`src/rtl/instr_exec_unit_if.sv`:
```
// Instruction-fetch and result bus for instr_exec_unit.
//
// Purpose: groups the instruction-register read port and the result valid/ready handshake.
//   read_pointer      master->slave  address into the instruction register
//   instruction_word  slave->master  combinational read data: {opcode[2:0], operand_a, operand_b}
//   res_valid         master->slave  result available
//   res_ready         slave->master  sink accepts when res_valid & res_ready
//   res_ptr           master->slave  address the result came from
//   res_opc           master->slave  opcode executed
//   result            master->slave  signed result, RES_W bits
//   res_err           master->slave  divide/modulo by zero, or divider compiled out
interface instr_exec_unit_if #(
   parameter int unsigned ADDR_W = 5,
   parameter int unsigned DATA_W = 32,
   parameter int unsigned RES_W  = 64
);
   localparam int unsigned INSTR_W = 3 + 2 * DATA_W;

   logic [ADDR_W-1:0]  read_pointer;
   logic [INSTR_W-1:0] instruction_word;
   logic               res_valid;
   logic               res_ready;
   logic [ADDR_W-1:0]  res_ptr;
   logic [2:0]         res_opc;
   logic [RES_W-1:0]   result;
   logic               res_err;

   modport master (
      output read_pointer,
      input  instruction_word,
      output res_valid,
      input  res_ready,
      output res_ptr,
      output res_opc,
      output result,
      output res_err
   );

   modport slave (
      input  read_pointer,
      output instruction_word,
      input  res_valid,
      output res_ready,
      input  res_ptr,
      input  res_opc,
      input  result,
      input  res_err
   );
endinterface

```
`src/rtl/instr_exec_unit.sv`:
```
// Instruction execution unit.
//
// Purpose: walks read_pointer over num_instr stored instructions starting at first_ptr,
// fetches each instruction_word, executes it and presents one signed result per instruction
// on a valid/ready handshake. A done pulse follows the last accepted result.
//
// Ports:
//   clk        clock, all state on posedge
//   reset      asynchronous, active-high; clears all state
//   start      1-cycle request, ignored while busy
//   first_ptr  first instruction address, sampled with start
//   num_instr  instruction count 0..2**ADDR_W, sampled with start
//   busy       high from the cycle after an accepted start until done
//   done       1-cycle pulse after the last result is accepted
//   bus        instruction read port and result handshake (instr_exec_unit_if.master)
//
// Build option: define EXEC_DIV_EN to include the iterative restoring divider. Without it,
// DIV/MOD finish in one EXEC cycle with result=0 and res_err=1.
module instr_exec_unit #(
   parameter int unsigned ADDR_W = 5,
   parameter int unsigned DATA_W = 32,
   parameter int unsigned RES_W  = 64
) (
   input  logic              clk,
   input  logic              reset,
   input  logic              start,
   input  logic [ADDR_W-1:0] first_ptr,
   input  logic [ADDR_W:0]   num_instr,
   output logic              busy,
   output logic              done,
   instr_exec_unit_if.master bus
);

   typedef enum logic [2:0] {
      OpZero  = 3'd0,
      OpPassA = 3'd1,
      OpPassB = 3'd2,
      OpAdd   = 3'd3,
      OpSub   = 3'd4,
      OpMult  = 3'd5,
      OpDiv   = 3'd6,
      OpMod   = 3'd7
   } opcode_e;

   typedef enum logic [1:0] {
      StIdle,
      StFetch,
      StExec,
      StOut
   } state_e;

   state_e              state_q;
   logic [ADDR_W-1:0]   ptr_q;
   logic [ADDR_W:0]     cnt_q;
   opcode_e             opc_q;
   logic [DATA_W-1:0]   a_q;
   logic [DATA_W-1:0]   b_q;
   logic                busy_q;
   logic                done_q;
   logic                res_valid_q;
   logic [ADDR_W-1:0]   res_ptr_q;
   logic [2:0]          res_opc_q;
   logic [RES_W-1:0]    result_q;
   logic                res_err_q;

   // Instruction word fields: {opcode, operand_a, operand_b}
   opcode_e           fetch_opc;
   logic [DATA_W-1:0] fetch_a;
   logic [DATA_W-1:0] fetch_b;

   assign fetch_opc = opcode_e'(bus.instruction_word[2*DATA_W+2:2*DATA_W]);
   assign fetch_a   = bus.instruction_word[2*DATA_W-1:DATA_W];
   assign fetch_b   = bus.instruction_word[DATA_W-1:0];

   // Single-cycle ALU. Operands are sign-extended to RES_W so ADD/SUB cannot overflow and the
   // low RES_W bits of the product are the exact signed product.
   logic signed [RES_W-1:0] a_ext;
   logic signed [RES_W-1:0] b_ext;
   logic        [RES_W-1:0] alu_res;
   logic                    is_div_op;

   assign a_ext     = {{(RES_W-DATA_W){a_q[DATA_W-1]}}, a_q};
   assign b_ext     = {{(RES_W-DATA_W){b_q[DATA_W-1]}}, b_q};
   assign is_div_op = (opc_q == OpDiv) || (opc_q == OpMod);

   always_comb begin
      alu_res = '0;
      unique case (opc_q)
         OpPassA: alu_res = a_ext;
         OpPassB: alu_res = b_ext;
         OpAdd:   alu_res = a_ext + b_ext;
         OpSub:   alu_res = a_ext - b_ext;
         OpMult:  alu_res = a_ext * b_ext;
         default: alu_res = '0;
      endcase
   end

`ifdef EXEC_DIV_EN
   localparam int unsigned IterW = $clog2(DATA_W + 1);

   // Restoring divider on magnitudes; signs are applied in one extra cycle at the end.
   logic [DATA_W-1:0] quo_q;
   logic [DATA_W-1:0] rem_q;
   logic [DATA_W-1:0] dvsr_q;
   logic [IterW-1:0]  iter_q;
   logic              neg_quo_q;
   logic              neg_rem_q;
   logic [DATA_W:0]   rem_shift;
   logic [DATA_W:0]   rem_sub;
   logic              take;
   logic [DATA_W-1:0] mag_a;
   logic [DATA_W-1:0] mag_b;
   logic [RES_W-1:0]  quo_ext;
   logic [RES_W-1:0]  rem_ext;
   logic [RES_W-1:0]  div_res;

   assign mag_a     = fetch_a[DATA_W-1] ? (~fetch_a + 1'b1) : fetch_a;
   assign mag_b     = fetch_b[DATA_W-1] ? (~fetch_b + 1'b1) : fetch_b;
   assign rem_shift = {rem_q, quo_q[DATA_W-1]};
   assign rem_sub   = rem_shift - {1'b0, dvsr_q};
   // rem_shift < 2*divisor, so the subtraction borrows exactly when rem_shift < divisor.
   assign take      = ~rem_sub[DATA_W];
   assign quo_ext   = {{(RES_W-DATA_W){1'b0}}, quo_q};
   assign rem_ext   = {{(RES_W-DATA_W){1'b0}}, rem_q};
   assign div_res   = (opc_q == OpDiv) ? (neg_quo_q ? (~quo_ext + 1'b1) : quo_ext)
                                       : (neg_rem_q ? (~rem_ext + 1'b1) : rem_ext);
`endif

   always_ff @(posedge clk or posedge reset) begin
      if (reset) begin
         state_q     <= StIdle;
         ptr_q       <= '0;
         cnt_q       <= '0;
         opc_q       <= OpZero;
         a_q         <= '0;
         b_q         <= '0;
         busy_q      <= 1'b0;
         done_q      <= 1'b0;
         res_valid_q <= 1'b0;
         res_ptr_q   <= '0;
         res_opc_q   <= '0;
         result_q    <= '0;
         res_err_q   <= 1'b0;
`ifdef EXEC_DIV_EN
         quo_q       <= '0;
         rem_q       <= '0;
         dvsr_q      <= '0;
         iter_q      <= '0;
         neg_quo_q   <= 1'b0;
         neg_rem_q   <= 1'b0;
`endif
      end else begin
         done_q <= 1'b0;
         unique case (state_q)
            StIdle: begin
               if (start) begin
                  if (num_instr != '0) begin
                     ptr_q   <= first_ptr;
                     cnt_q   <= num_instr;
                     busy_q  <= 1'b1;
                     state_q <= StFetch;
                  end else begin
                     done_q <= 1'b1;
                  end
               end
            end
            StFetch: begin
               opc_q   <= fetch_opc;
               a_q     <= fetch_a;
               b_q     <= fetch_b;
`ifdef EXEC_DIV_EN
               quo_q     <= mag_a;
               rem_q     <= '0;
               dvsr_q    <= mag_b;
               iter_q    <= '0;
               neg_quo_q <= fetch_a[DATA_W-1] ^ fetch_b[DATA_W-1];
               neg_rem_q <= fetch_a[DATA_W-1];
`endif
               state_q <= StExec;
            end
            StExec: begin
               res_ptr_q <= ptr_q;
               res_opc_q <= opc_q;
               if (is_div_op) begin
`ifdef EXEC_DIV_EN
                  if (b_q == '0) begin
                     result_q    <= '0;
                     res_err_q   <= 1'b1;
                     res_valid_q <= 1'b1;
                     state_q     <= StOut;
                  end else if (iter_q != IterW'(DATA_W)) begin
                     quo_q  <= {quo_q[DATA_W-2:0], take};
                     rem_q  <= take ? rem_sub[DATA_W-1:0] : rem_shift[DATA_W-1:0];
                     iter_q <= iter_q + 1'b1;
                  end else begin
                     result_q    <= div_res;
                     res_err_q   <= 1'b0;
                     res_valid_q <= 1'b1;
                     state_q     <= StOut;
                  end
`else
                  result_q    <= '0;
                  res_err_q   <= 1'b1;
                  res_valid_q <= 1'b1;
                  state_q     <= StOut;
`endif
               end else begin
                  result_q    <= alu_res;
                  res_err_q   <= 1'b0;
                  res_valid_q <= 1'b1;
                  state_q     <= StOut;
               end
            end
            StOut: begin
               if (bus.res_ready) begin
                  res_valid_q <= 1'b0;
                  ptr_q       <= ptr_q + 1'b1;
                  cnt_q       <= cnt_q - 1'b1;
                  if (cnt_q == (ADDR_W+1)'(1)) begin
                     busy_q  <= 1'b0;
                     done_q  <= 1'b1;
                     state_q <= StIdle;
                  end else begin
                     state_q <= StFetch;
                  end
               end
            end
            default: state_q <= StIdle;
         endcase
      end
   end

   assign bus.read_pointer = ptr_q;
   assign bus.res_valid    = res_valid_q;
   assign bus.res_ptr      = res_ptr_q;
   assign bus.res_opc      = res_opc_q;
   assign bus.result       = result_q;
   assign bus.res_err      = res_err_q;
   assign busy             = busy_q;
   assign done             = done_q;

endmodule
```
`src/flat_wrapper.sv`:
```
// flat-port wrapper written by rule: the top's interface ports become plain ports
module instr_exec_unit_flat 
#(
   parameter int unsigned ADDR_W = 5,
   parameter int unsigned DATA_W = 32,
   parameter int unsigned RES_W  = 64
)
  (clk, reset, start, first_ptr, num_instr, busy, done, bus_read_pointer, bus_instruction_word, bus_res_valid, bus_res_ready, bus_res_ptr, bus_res_opc, bus_result, bus_res_err);
  instr_exec_unit_if #(.ADDR_W(ADDR_W), .DATA_W(DATA_W), .RES_W(RES_W)) bus_i ();
  input  logic clk;
  input  logic reset;
  input  logic start;
  input  logic [ADDR_W-1:0] first_ptr;
  input  logic [ADDR_W:0] num_instr;
  output logic busy;
  output logic done;
  output wire logic [$bits(bus_i.read_pointer)-1:0] bus_read_pointer;
  input wire logic [$bits(bus_i.instruction_word)-1:0] bus_instruction_word;
  output wire logic [$bits(bus_i.res_valid)-1:0] bus_res_valid;
  input wire logic [$bits(bus_i.res_ready)-1:0] bus_res_ready;
  output wire logic [$bits(bus_i.res_ptr)-1:0] bus_res_ptr;
  output wire logic [$bits(bus_i.res_opc)-1:0] bus_res_opc;
  output wire logic [$bits(bus_i.result)-1:0] bus_result;
  output wire logic [$bits(bus_i.res_err)-1:0] bus_res_err;
  assign bus_read_pointer = bus_i.read_pointer;
  assign bus_i.instruction_word = bus_instruction_word;
  assign bus_res_valid = bus_i.res_valid;
  assign bus_i.res_ready = bus_res_ready;
  assign bus_res_ptr = bus_i.res_ptr;
  assign bus_res_opc = bus_i.res_opc;
  assign bus_result = bus_i.result;
  assign bus_res_err = bus_i.res_err;
  instr_exec_unit #(.ADDR_W(ADDR_W), .DATA_W(DATA_W), .RES_W(RES_W)) u_core (.clk(clk), .reset(reset), .start(start), .first_ptr(first_ptr), .num_instr(num_instr), .busy(busy), .done(done), .bus(bus_i));
endmodule
```
`config.mk`:
```
export PLATFORM = sky130hd
export DESIGN_NAME = instr_exec_unit_flat
export DESIGN_NICKNAME = d
export VERILOG_FILES = /design/src/rtl/instr_exec_unit_if.sv /design/src/rtl/instr_exec_unit.sv /design/src/flat_wrapper.sv
export SDC_FILE = /design/constraint.sdc
export NUM_CORES = 2
export LEC_CHECK = 0
export ABC_AREA = 0
export CORE_ASPECT_RATIO = 1.4
export CORE_MARGIN = 2
export CORE_UTILIZATION = 61
export CTS_CLUSTER_DIAMETER = 200
export DETAILED_ROUTE_END_ITERATION = 8
export GPL_TIMING_DRIVEN = 0
export PLACE_DENSITY_LB_ADDON = 0.25
export SETUP_SLACK_MARGIN = 0.5
export SYNTH_ARGS = -nofsm -noshare
export SYNTH_HDL_FRONTEND = slang
export SYNTH_SLANG_ARGS = --single-unit
```
`constraint.sdc`:
```
create_clock -name clk -period 9.95 [get_ports clk]
set_input_delay 2.985 -clock clk [delete_from_list [all_inputs] [get_ports clk]]
set_output_delay 2.985 -clock clk [all_outputs]
set_load 0.005 [all_outputs]
```
==> key figures <==
CTS
  • Clk slew on worst S/H paths: around 0.080 ns
  • CTS tree: yes
  • Clock Sinks: 156
  • Hold_buf cts: 0
  • Clk buf depth: 2
  • CTS H-tree depth: 4
  • Total CTS buffers: 17
  • CTS root buf: clkbuf_16
  • Worst-Skew Late Latency: 0.52 ns

Global route
  • Largest net degree at the start of global routing: ~100
  • First-pass GRT wire length: 274000 um
  • Number of global-route vias before repair: 41510
  • Grt ovf: 0
  • Total GRT Usage: around half
  • Initial antenna violation count: 23

Routing
  • Final wirelength: 186000 um
  • DR iter-0 viols: just under 4000
  • First-pass DRT Iterations: 9
  • WL per Instance: 30.1 um
  • Vias per cell: 6.30
  • Via count: 38814
  • Drt drc: 0
  • Antenna Nets Post-Route: 0

Setup path
  • Crit start category: flip-flop
  • CP max FO: 10
  • Slowest CP cell: clkdlybuf4s15_1
  • WP buf/inv: 5
  • Req. time, crit path: 10.33 ns
  • Cell mode on critical path: fa_1
  • Cell family with most CP delay: adder cells
  • Worst path arrival time: ~9.9 ns
  • Crit Path Class: flip-flop to flip-flop
  • CP Capture Type: flip-flop
  • Crit path largest cell delay: 0.98 ns

Timing
  • Final Critical Period: 9.55 ns
  • Fin Setup TNS: 0 ns
  • RSZ-0062 raised after global routing: no
  • Achievable Freq: 105 MHz
  • Final Skew: 0.0334 ns
  • Pins Over Slew Limit: 0
  • Period utilisation layout: roughly 96%
  • Endpoints failing setup: 0
  • Worst slew pin tran: 1.44 ns
  • Worst relative slew slack: 3.91%
  • Final hold vios: 0

Synthesis
  • Synth Flop Type: dfrtp_1
  • Synthesized area per cell: 9.26 sq um
  • Top post-synthesis cells by count: fa_1 (1084), inv_1 (1040), nand2_1 (584), and2_1 (468), clkbuf_1 (261)
  • Syn nets: 6411
  • Seq cells post-synth: 156
  • Cells after synthesis: 4989
  • Synth unique cells: 84
  • Largest cells by area after synthesis: fa_1 (47%), dfrtp_1 (8.5%), inv_1 (8.5%), ha_1 (6.9%), and2_1 (6.3%)
  • Mapped Area: 46200 sq um
  • Syn. warnings: 0
  • Post-synth top area share: between 40% and 50%
  • Most frequent cell after synthesis: fa_1
  • FFs w/ async S/R, synth: 100%
  • Register area share after synthesis: 8.45%
  • Cell taking the most area after synthesis: fa_1
  • EDFF count, synth: 0

Final layout
  • Synth-to-Final Area Change: 7.98%
  • Nets: between 6000 and 7000
  • Share of post-route cells with drive strength above 1: under 10%

Die
  • Rows: 119
  • Die Ht: approximately 330 um
  • Die Footprint: 78000 sq um
  • Core region area: around 75000 sq um
  • IO Count: 163
  • Floorplan die width: 237 um
  • Initial Util: 61.5%

Placement
  • Port Buffers: 162
  • Hpwl dp: 153000 um
  • GP Congestion: roughly 1.1

Run
  • Max-cap violations: 0

Min path
  • Hold WC Path Type: flip-flop to flip-flop

Run status
  • Status: finished clean
[worst reg2reg max path: stages (launching register included)]
cell and delay [ns]:
dfrtp_1 0.59, clkdlybuf4s15_1 0.99, nand2_1 0.21, fa_1 0.56, inv_1 0.05, fa_1 0.48
fa_1 0.51, inv_1 0.05, fa_1 0.48, inv_1 0.06, fa_1 0.49, fa_1 0.51
fa_1 0.56, fa_1 0.47, ha_1 0.29, clkbuf_1 0.24, a21oi_1 0.61, nor2b_1 0.13
o21ai_0 0.46, a21oi_1 0.17, nand2b_1 0.24, o21ai_0 0.57, o21ai_1 0.18, xnor2_1 0.27
a2bb2oi_1 0.18, nand2_1 0.08
[path summary, 6_finish.rpt]
check	startpoint	endpoint	slack (ns)	cells after the start
worst max-delay path	u_core.a_q[23]	u_core.bus.result[40]	0.40	25
worst min-delay path	u_core.bus.result[27]	u_core.bus.result[27]	0.49	1
worst max register to register	u_core.a_q[23]	u_core.bus.result[40]	0.40	25
worst min register to register	u_core.bus.result[27]	u_core.bus.result[27]	0.49	1
max in group asynchronous	reset	u_core.a_q[12]	6.15	3
min in group asynchronous	reset	u_core.cnt_q[0]	2.87	2
[per-stage QoR]
stage / std cells / hold slack, ns / utilization, % / cell area [sq um] / worst slack, ns
final: 6162 / 0.490 / 66.5 / 49900 / 0.398
after global placement: 6119 / 0.471 / 65.3 / 49000 / -0.364
after CTS: 6152 / 0.492 / 66.2 / 49700 / 0.514
after floorplan: 4989 / 0.476 / - / 46200 / 1.94
after detailed placement: 6120 / 0.474 / 65.4 / 49100 / -0.420
after global routing: 6155 / 0.520 / 66.4 / 49900 / 0.441
[final cells by class]
class,instances,area (sq um)
diodes,8,20.0
plain buffers,283,1180
clock buffers,18,439
clock inverters,14,144
fillers,6353,25200
inverters,1044,3930
multi-input cells,3506,37400
flip-flops and latches,156,3910
well taps,968,1210
repair buffers,165,1660
[flip-flops by register name, summed over array words and instances (netlist names)]
signal / flops
u_core.bus.res_ptr: 5
u_core.state_q: 2
u_core.bus.res_opc: 3
u_core.bus.res_valid: 1
u_core.bus.result: 64
u_core.bus.res_err: 1
u_core.opc_q: 3
u_core.b_q: 32
u_core.done: 1
u_core.bus.read_pointer: 5
u_core.cnt_q: 6
u_core.busy: 1
u_core.a_q: 32
[routing by layer]
layer | vias to the layer above | share of wire [%] | track usage [%]
li1 | 15561 | - | -
met1 | 19620 | 31 | 54.3
met2 | 2629 | 45 | 78.0
met3 | 992 | 11 | 14.0
met4 | 12 | 12 | 46.9
met5 | - | 0.046 | 0
[cells in the final DEF, fill, tap and decap left out, drive strengths merged, types with 17 or more instances in the layout]
cell / n
xnor2: 49
nand2b: 27
o2bb2ai: 18
a222oi: 18
inv: 1049
o21ai: 145
dfrtp: 156
a211oi: 17
xor2: 20
a31oi: 23
a21o: 43
o21a: 18
nor2: 177
a21oi: 143
mux2: 50
fa: 1084
nor2b: 23
nand2: 585
buf: 26
o221ai: 32
clkdlybuf4s50: 162
ha: 256
nor3: 32
and2: 468
clkbuf: 276
a22oi: 19
nand3: 45
[timing repair]
item | CTS | global route
setup buffers | 0 | 2
gates resized for setup | 22 | 148
endpoints found under the hold margin | 0 | 0
setup endpoints to repair | 27 | 20
pin swaps | 0 | 1
[cell families after synthesis]
logic type | Yosys count | synth area share [%]
adder cells (fa/ha/maj) | 1340 | 53.9
XOR/XNOR | 69 | 1.31
flip-flops | 156 | 8.45
multiplexers | 62 | 1.48
buffers and inverters | 1327 | 10.9
AND/OR/NAND/NOR | 1421 | 15.0
AO/OA/AOI/OAI | 614 | 9.00
Power is left out: the tool's default activity adds up to more than one toggle a clock period on the data nets, which glitch-free logic cannot reach.
